--- config.mk ---
export PLATFORM = sky130hd
export DESIGN_NAME = prog_rom_arbiter
export DESIGN_NICKNAME = d
export VERILOG_FILES = /design/src/rtl/prog_rom_arb_pkg.sv /design/src/rtl/rom_rsp_slot.sv /design/src/rtl/prog_rom_arbiter.sv
export SDC_FILE = /design/constraint.sdc
export NUM_CORES = 1
export LEC_CHECK = 0
export CAP_MARGIN = 0
export CORE_AREA = 2 2 96 136
export DETAILED_ROUTE_END_ITERATION = 6
export DIE_AREA = 0 0 98 138
export MAX_ROUTING_LAYER = met4
export PLACE_DENSITY_LB_ADDON = 0.15
export SLEW_MARGIN = 10
export SYNTH_ARGS = -nofsm -noshare
export SYNTH_HDL_FRONTEND = slang
export SYNTH_SLANG_ARGS = --single-unit
--- constraint.sdc ---
create_clock -name CLK -period 2.9 [get_ports CLK]
set_input_delay 0.58 -clock CLK [delete_from_list [all_inputs] [get_ports CLK]]
set_output_delay 0.58 -clock CLK [all_outputs]
set_load 0.03 [all_outputs]
--- src/rtl/prog_rom_arb_pkg.sv ---
// Shared types for the program-ROM arbiter: requester ids, in-flight tag
// layout and the starvation counter width.
package prog_rom_arb_pkg;

   typedef enum logic {
      PORT_IF = 1'b0,
      PORT_LD = 1'b1
   } port_e;

   localparam int ROM_RD_LATENCY = 1;

   typedef struct packed {
      logic  valid;
      port_e port;
      logic  err;
   } inflight_t;

   // Enough bits to hold 0..limit inclusive; never narrower than one bit.
   function automatic int starve_cnt_w(input int limit);
      if (limit < 1) return 1;
      return $clog2(limit + 1);
   endfunction

endpackage

--- src/rtl/rom_rsp_slot.sv ---
// One-entry response holding register with bypass; the ROM word passes straight
// through when the consumer is ready and is parked here when it is not.
module rom_rsp_slot
   import prog_rom_arb_pkg::*;
#(
   parameter int DATA_W = 32
) (
   input  logic              CLK,
   input  logic              RST_N,
   input  logic              in_valid,
   input  logic [DATA_W-1:0] in_data,
   input  logic              in_err,
   input  logic              flush,
   input  logic              rsp_ready,
   output logic              valid,
   output logic [DATA_W-1:0] data,
   output logic              err,
   output logic              full
);

   logic              full_q;
   logic [DATA_W-1:0] data_q;
   logic              err_q;

   // A flush hides both the parked word and the one arriving this cycle.
   assign valid = (full_q | in_valid) & ~flush;
   assign data  = full_q ? data_q : in_data;
   assign err   = full_q ? err_q  : in_err;
   assign full  = full_q;

   always_ff @(posedge CLK or negedge RST_N) begin
      if (!RST_N) begin
         full_q <= 1'b0;
         data_q <= '0;
         err_q  <= 1'b0;
      end else if (flush) begin
         full_q <= 1'b0;
      end else if (full_q) begin
         if (rsp_ready) full_q <= 1'b0;
      end else if (in_valid && !rsp_ready) begin
         full_q <= 1'b1;
         data_q <= in_data;
         err_q  <= in_err;
      end
   end

endmodule

--- src/rtl/prog_rom_arbiter.sv ---
// Two-port arbiter in front of the single-port program ROM: fetch has priority,
// loads are guaranteed a grant after STARVE_LIMIT consecutive losses.
module prog_rom_arbiter
   import prog_rom_arb_pkg::*;
#(
   parameter int ADDR_W       = 32,
   parameter int DATA_W       = 32,
   parameter int STARVE_LIMIT = 4
) (
   input  logic              CLK,
   input  logic              RST_N,
   input  logic              IF_REQ_VALID,
   output logic              IF_REQ_READY,
   input  logic [ADDR_W-1:0] IF_ADDR,
   input  logic              IF_FLUSH,
   output logic              IF_RSP_VALID,
   input  logic              IF_RSP_READY,
   output logic [DATA_W-1:0] IF_RSP_DATA,
   input  logic              LD_REQ_VALID,
   output logic              LD_REQ_READY,
   input  logic [ADDR_W-1:0] LD_ADDR,
   output logic              LD_RSP_VALID,
   input  logic              LD_RSP_READY,
   output logic [DATA_W-1:0] LD_RSP_DATA,
   output logic              LD_RSP_ERR,
   output logic [ADDR_W-1:0] ROM_ADDR,
   input  logic [DATA_W-1:0] ROM_DATA
);

   localparam int                  STARVE_W   = starve_cnt_w(STARVE_LIMIT);
   localparam logic [STARVE_W-1:0] STARVE_MAX = STARVE_W'(STARVE_LIMIT);

   inflight_t           tag_q;
   logic [STARVE_W-1:0] starve_cnt_q;
   logic [ADDR_W-1:0]   last_addr_q;

   logic if_full;
   logic ld_full;
   logic if_tag_hit;
   logic ld_tag_hit;
   logic if_elig;
   logic ld_elig;
   logic if_cand;
   logic ld_cand;
   logic if_win;
   logic ld_win;
   logic ld_misaligned;
   logic if_rsp_err;

   assign if_tag_hit    = tag_q.valid && (tag_q.port == PORT_IF);
   assign ld_tag_hit    = tag_q.valid && (tag_q.port == PORT_LD);
   assign ld_misaligned = (LD_ADDR[1:0] != 2'b00);

   // A port may only be granted if its response next cycle has somewhere to go:
   // nothing parked, and this cycle's response (if any) is being consumed.
   always_comb begin
      if_elig = !if_full && !(if_tag_hit && !IF_RSP_READY);
      ld_elig = !ld_full && !(ld_tag_hit && !LD_RSP_READY);
      if_cand = RST_N && IF_REQ_VALID && if_elig;
      ld_cand = RST_N && LD_REQ_VALID && ld_elig;
      ld_win  = ld_cand && (!if_cand || (starve_cnt_q == STARVE_MAX));
      if_win  = if_cand && !ld_win;
   end

   assign IF_REQ_READY = if_win;
   assign LD_REQ_READY = ld_win;
   assign ROM_ADDR     = if_win ? IF_ADDR : (ld_win ? LD_ADDR : last_addr_q);

   always_ff @(posedge CLK or negedge RST_N) begin
      if (!RST_N) begin
         tag_q        <= '0;
         starve_cnt_q <= '0;
         last_addr_q  <= '0;
      end else begin
         tag_q.valid <= if_win || ld_win;
         tag_q.port  <= ld_win ? PORT_LD : PORT_IF;
         tag_q.err   <= ld_win && ld_misaligned;

         if (if_win || ld_win) last_addr_q <= ROM_ADDR;

         if (!LD_REQ_VALID || ld_win) begin
            starve_cnt_q <= '0;
         end else if (ld_cand && (starve_cnt_q != STARVE_MAX)) begin
            starve_cnt_q <= starve_cnt_q + 1'b1;
         end
      end
   end

   rom_rsp_slot #(
      .DATA_W (DATA_W)
   ) u_if_slot (
      .CLK       (CLK),
      .RST_N     (RST_N),
      .in_valid  (if_tag_hit),
      .in_data   (ROM_DATA),
      .in_err    (1'b0),
      .flush     (IF_FLUSH),
      .rsp_ready (IF_RSP_READY),
      .valid     (IF_RSP_VALID),
      .data      (IF_RSP_DATA),
      .err       (if_rsp_err),
      .full      (if_full)
   );

   rom_rsp_slot #(
      .DATA_W (DATA_W)
   ) u_ld_slot (
      .CLK       (CLK),
      .RST_N     (RST_N),
      .in_valid  (ld_tag_hit),
      .in_data   (ROM_DATA),
      .in_err    (tag_q.err),
      .flush     (1'b0),
      .rsp_ready (LD_RSP_READY),
      .valid     (LD_RSP_VALID),
      .data      (LD_RSP_DATA),
      .err       (LD_RSP_ERR),
      .full      (ld_full)
   );

   // Fetch responses never carry an error; a set flag means a corrupted tag.
   always_comb begin
      if (RST_N) assert (!(IF_RSP_VALID && if_rsp_err));
   end

endmodule

==> flow_metrics.py, run 1 <==
metrics = {
    "outcome": {
        "status": "finished, final reports clean",
    },
    "synthesis": {
        "synth_common_cells": "mux2_2, dfrtp_1, o221a_2",
        "synth_cell_type_count": 30,
        "synthArstFlopShare": 1.000,
        "synth_most_common_cell": "mux2_2",
        "synth_area_per_cell_um2": 13.48,
        "synth_flop_cell": "dfrtp_1",
        "syn_inst": 404,
        "syn_nets": 509,
        "synth_area_leaders": "dfrtp_1, mux2_2, o221a_2, or3_1, mux2_1",
        "synth_warnings": 0,
        "ys_seq_area_frac": 0.4825,
        "synth_top_area_cell": "dfrtp_1",
        "ys_ff_latch": 105,
        "netlist_area_um2": 5445,
        "yosys.area.top_type_share": 0.4825,
        "synth_edf_count": 0,
    },
    "sta": {
        "rsz0062_at_grt": "yes",
        "worstMarginPinSlew_ns": 0.8638,
        "slew_violations": 0,
        "maxSlewHeadroom": 0.4241,
        "holdWs_ns": 0.2037,
        "finalCritPeriodShare": 0.9855,
        "fmax_ghz": 0.3499,
        "fin_crit_ns": 2.858,
        "timing.final.ws_setup_ns": 0.04202,
        "fin_skew_ns": 0.009338,
        "setup-violations-final": 0,
        "finalHoldViolCount": 0,
    },
    "detailed_routing": {
        "first_pass_iters": 4,
        "drc": 0,
        "vias_per_cell": 5.705,
        "post_drt_wl_per_cell_um": 20.22,
        "drtIter0Drc": 89,
        "wirelength_mm": 15.90,
        "ant_nets": 0,
        "num_vias": 4484,
    },
    "clock_tree": {
        "numClockSinks": 105,
        "h-tree-depth": 3,
        "cts_hold_buf": 0,
        "cts_tree": "done",
        "clock_path_buffers": 2,
        "clk_pin_slew_ns": 0.07,
        "insertion_delay_ns": 0.34,
        "clockRootBuffer": "clkbuf_16",
        "numCtsBuffers": 9,
    },
    "cells_and_area": {
        "syn_to_final_growth_pct": 59.47,
        "antenna_cells": 0,
        "drive_gt1_frac": 0.4882,
        "fin_util": 0.6977,
        "final_nets": 733,
    },
    "worst_setup_path": {
        "worst-path-buf-inv": 5,
        "crit_fanout": 5,
        "crit_path_top_delay_cell": "dfrtp_1",
        "startpoint_type": "flop",
        "arrival_ns": 2.28,
        "cpMostUsedCell": "buf_12",
        "cp_slowest_stage_delay_ns": 0.38,
        "crit_family": "buffers and inverters",
        "required_ns": 2.32,
        "worstSetupPathType": "reg2out",
        "crit_path_cell_trace": "or3b_1 > and4b_4 > buf_12 > o21ai_4 > buf_8 > buf_12 > buf_16 > o221a_1 > buf_6",
        "cp-end-kind": "output port",
    },
    "placement": {
        "gp_congestion": 0.7552,
        "io_buffers": 203,
        "hpwl_mm": 9.877,
        "dp_slack_ns": -0.2024,
    },
    "power": {
        "clkPwrFrac": 0.256,
        "vdd_drop_max_mv": 0.3156,
        "seqPwrFrac": 0.384,
        "power_density_nw_per_um2": 602.6,
        "p_leak_nw": 3.528,
        "power_frac_comb": 0.360,
        "netSwitchingFraction": 0.2932,
        "p_switching_mw": 1.534,
        "p_int_mw": 3.699,
    },
    "floorplan": {
        "start_util": 0.4375,
        "die_w_um": 98,
        "rows": 49,
        "pin_count": 204,
        "die_area_um2": 13520,
        "dieHeight_um": 138,
        "coreArea_um2": 12450,
    },
    "run": {
        "maxCapViolCount": 0,
    },
    "grt": {
        "grt.total_usage": 0.2326,
        "first_global_vias": 4826,
        "grt_antenna_before_repair": 0,
        "grt.overflow.total": 0,
        "grt_max_degree": 69,
        "grt_pass1_wl_mm": 24.56,
    },
    "hold_path": {
        "min_path_type": "in2async",
    },
}
-- area by class of cell --
cell class,count,area [µm²]
Inverter,6,22.52
Fill cell,920,3762
Sequential cell,105,2629
Clock inverter,4,75.07
Multi-Input combinational cell,256,2821
Timing Repair Buffer,250,2688
Clock buffer,12,256.5
Tap cell,153,191.4
-- sequential cells by signal (all words and copies together) (netlist names) --
register / flops
tag_q: 3
last_addr_q: 32
starve_cnt_q: 3
u_ld_slot.full: 1
u_if_slot.data_q: 32
u_if_slot.full: 1
u_ld_slot.err_q: 1
u_ld_slot.data_q: 32
-- cells in the final DEF (no fill, tap or decap), drive strengths merged, types with 2 or more instances in the layout --
cell           synthesis  layout
ha                     2       2
mux2                 130     130
bufinv                 0       2
clkbuf                11      13
o31ai                  2       2
inv                    6       6
nand2                  3       3
clkdlybuf4s50          0     165
or3                   33      33
clkinvlp               0       2
o221a                 64      64
a21o                   2       2
dlygate4sd2            0       2
nor2                   5       5
nand4                  2       2
dfrtp                105     105
buf                   26      81
-- power by group through the flow --
stage	registers, mW	clock network (mW)	logic [mW]
floorplan	1.97	0	1.08
global route	2.05	1.43	1.99
detailed placement	2.02	0	1.65
CTS	2.00	1.37	1.77
global placement	2.00	0	1.62
finish	2.01	1.34	1.89
-- metrics by stage --
step / area, µm² / total power [mW] / cells / setup TNS [ns]
after detailed placement: 7639 / 3.677 / 748 / -6.002
after global placement: 7639 / 3.619 / 748 / -4.494
after global routing: 8683 / 5.468 / 786 / -0.1805
after CTS: 8397 / 5.142 / 785 / 0
final: 8683 / 5.233 / 786 / 0
after floorplan: 5445 / 3.043 / 404 / 0
-- final timing paths --
check / depth (start not counted) / to / from / slack (ns)
max reg2reg: 10 / last_addr_q[12] / tag_q[1] / 0.67
min in group CLK: 2 / u_if_slot.full / IF_RSP_READY / 0.43
min reg2reg: 1 / u_if_slot.data_q[29] / u_if_slot.data_q[29] / 0.49
min: 2 / tag_q[2] / RST_N / 0.20
max in group asynchronous: 2 / u_if_slot.data_q[1] / RST_N / 1.85
max: 9 / ROM_ADDR[5] / tag_q[1] / 0.04
-- cells by family (layout without fill, tap and decap cells) --
group | Yosys count | count (layout) | share of synthesized area
compound gates | 71 | 71 | 0.1409
fa+ha+maj | 2 | 2 | 0.004595
flops | 105 | 105 | 0.4825
simple gates | 53 | 53 | 0.05974
buf+inv | 43 | 272 | 0.04343
mux | 130 | 130 | 0.2688
-- per-layer routing --
metal	wire, µm	vias to the layer above	GRT usage
met5	0	-	-
met2	8953	142	0.4290
met3	882	18	0.04651
met1	5858	2297	0.2500
met4	202	0	0.06506
li1	-	2027	-
-- repair_timing --
| item | CTS | global route |
|---|---|---|
| buffers inserted | 14 | 0 |
| gates resized for setup | 29 | 53 |
| endpoints found under the setup margin | 34 | 32 |
| pin swaps | 4 | 3 |
| gates cloned | 7 | 1 |
Power figures use the tool's default switching activity.
==> run 2: changes to the inputs <==
- CAP_MARGIN: 0 -> 10
==> results of run 2 <==
No change in the layout: final DEF, timing and power equal those of run 1.
==> run 3: changes to the inputs <==
- ABC_CLOCK_PERIOD_IN_PS: default -> 2900
- CTS_CLUSTER_SIZE: default -> 14
- SLEW_MARGIN: 10 -> 25
==> results of run 3 <==
No change in the layout: final DEF, timing and power equal those of run 1.
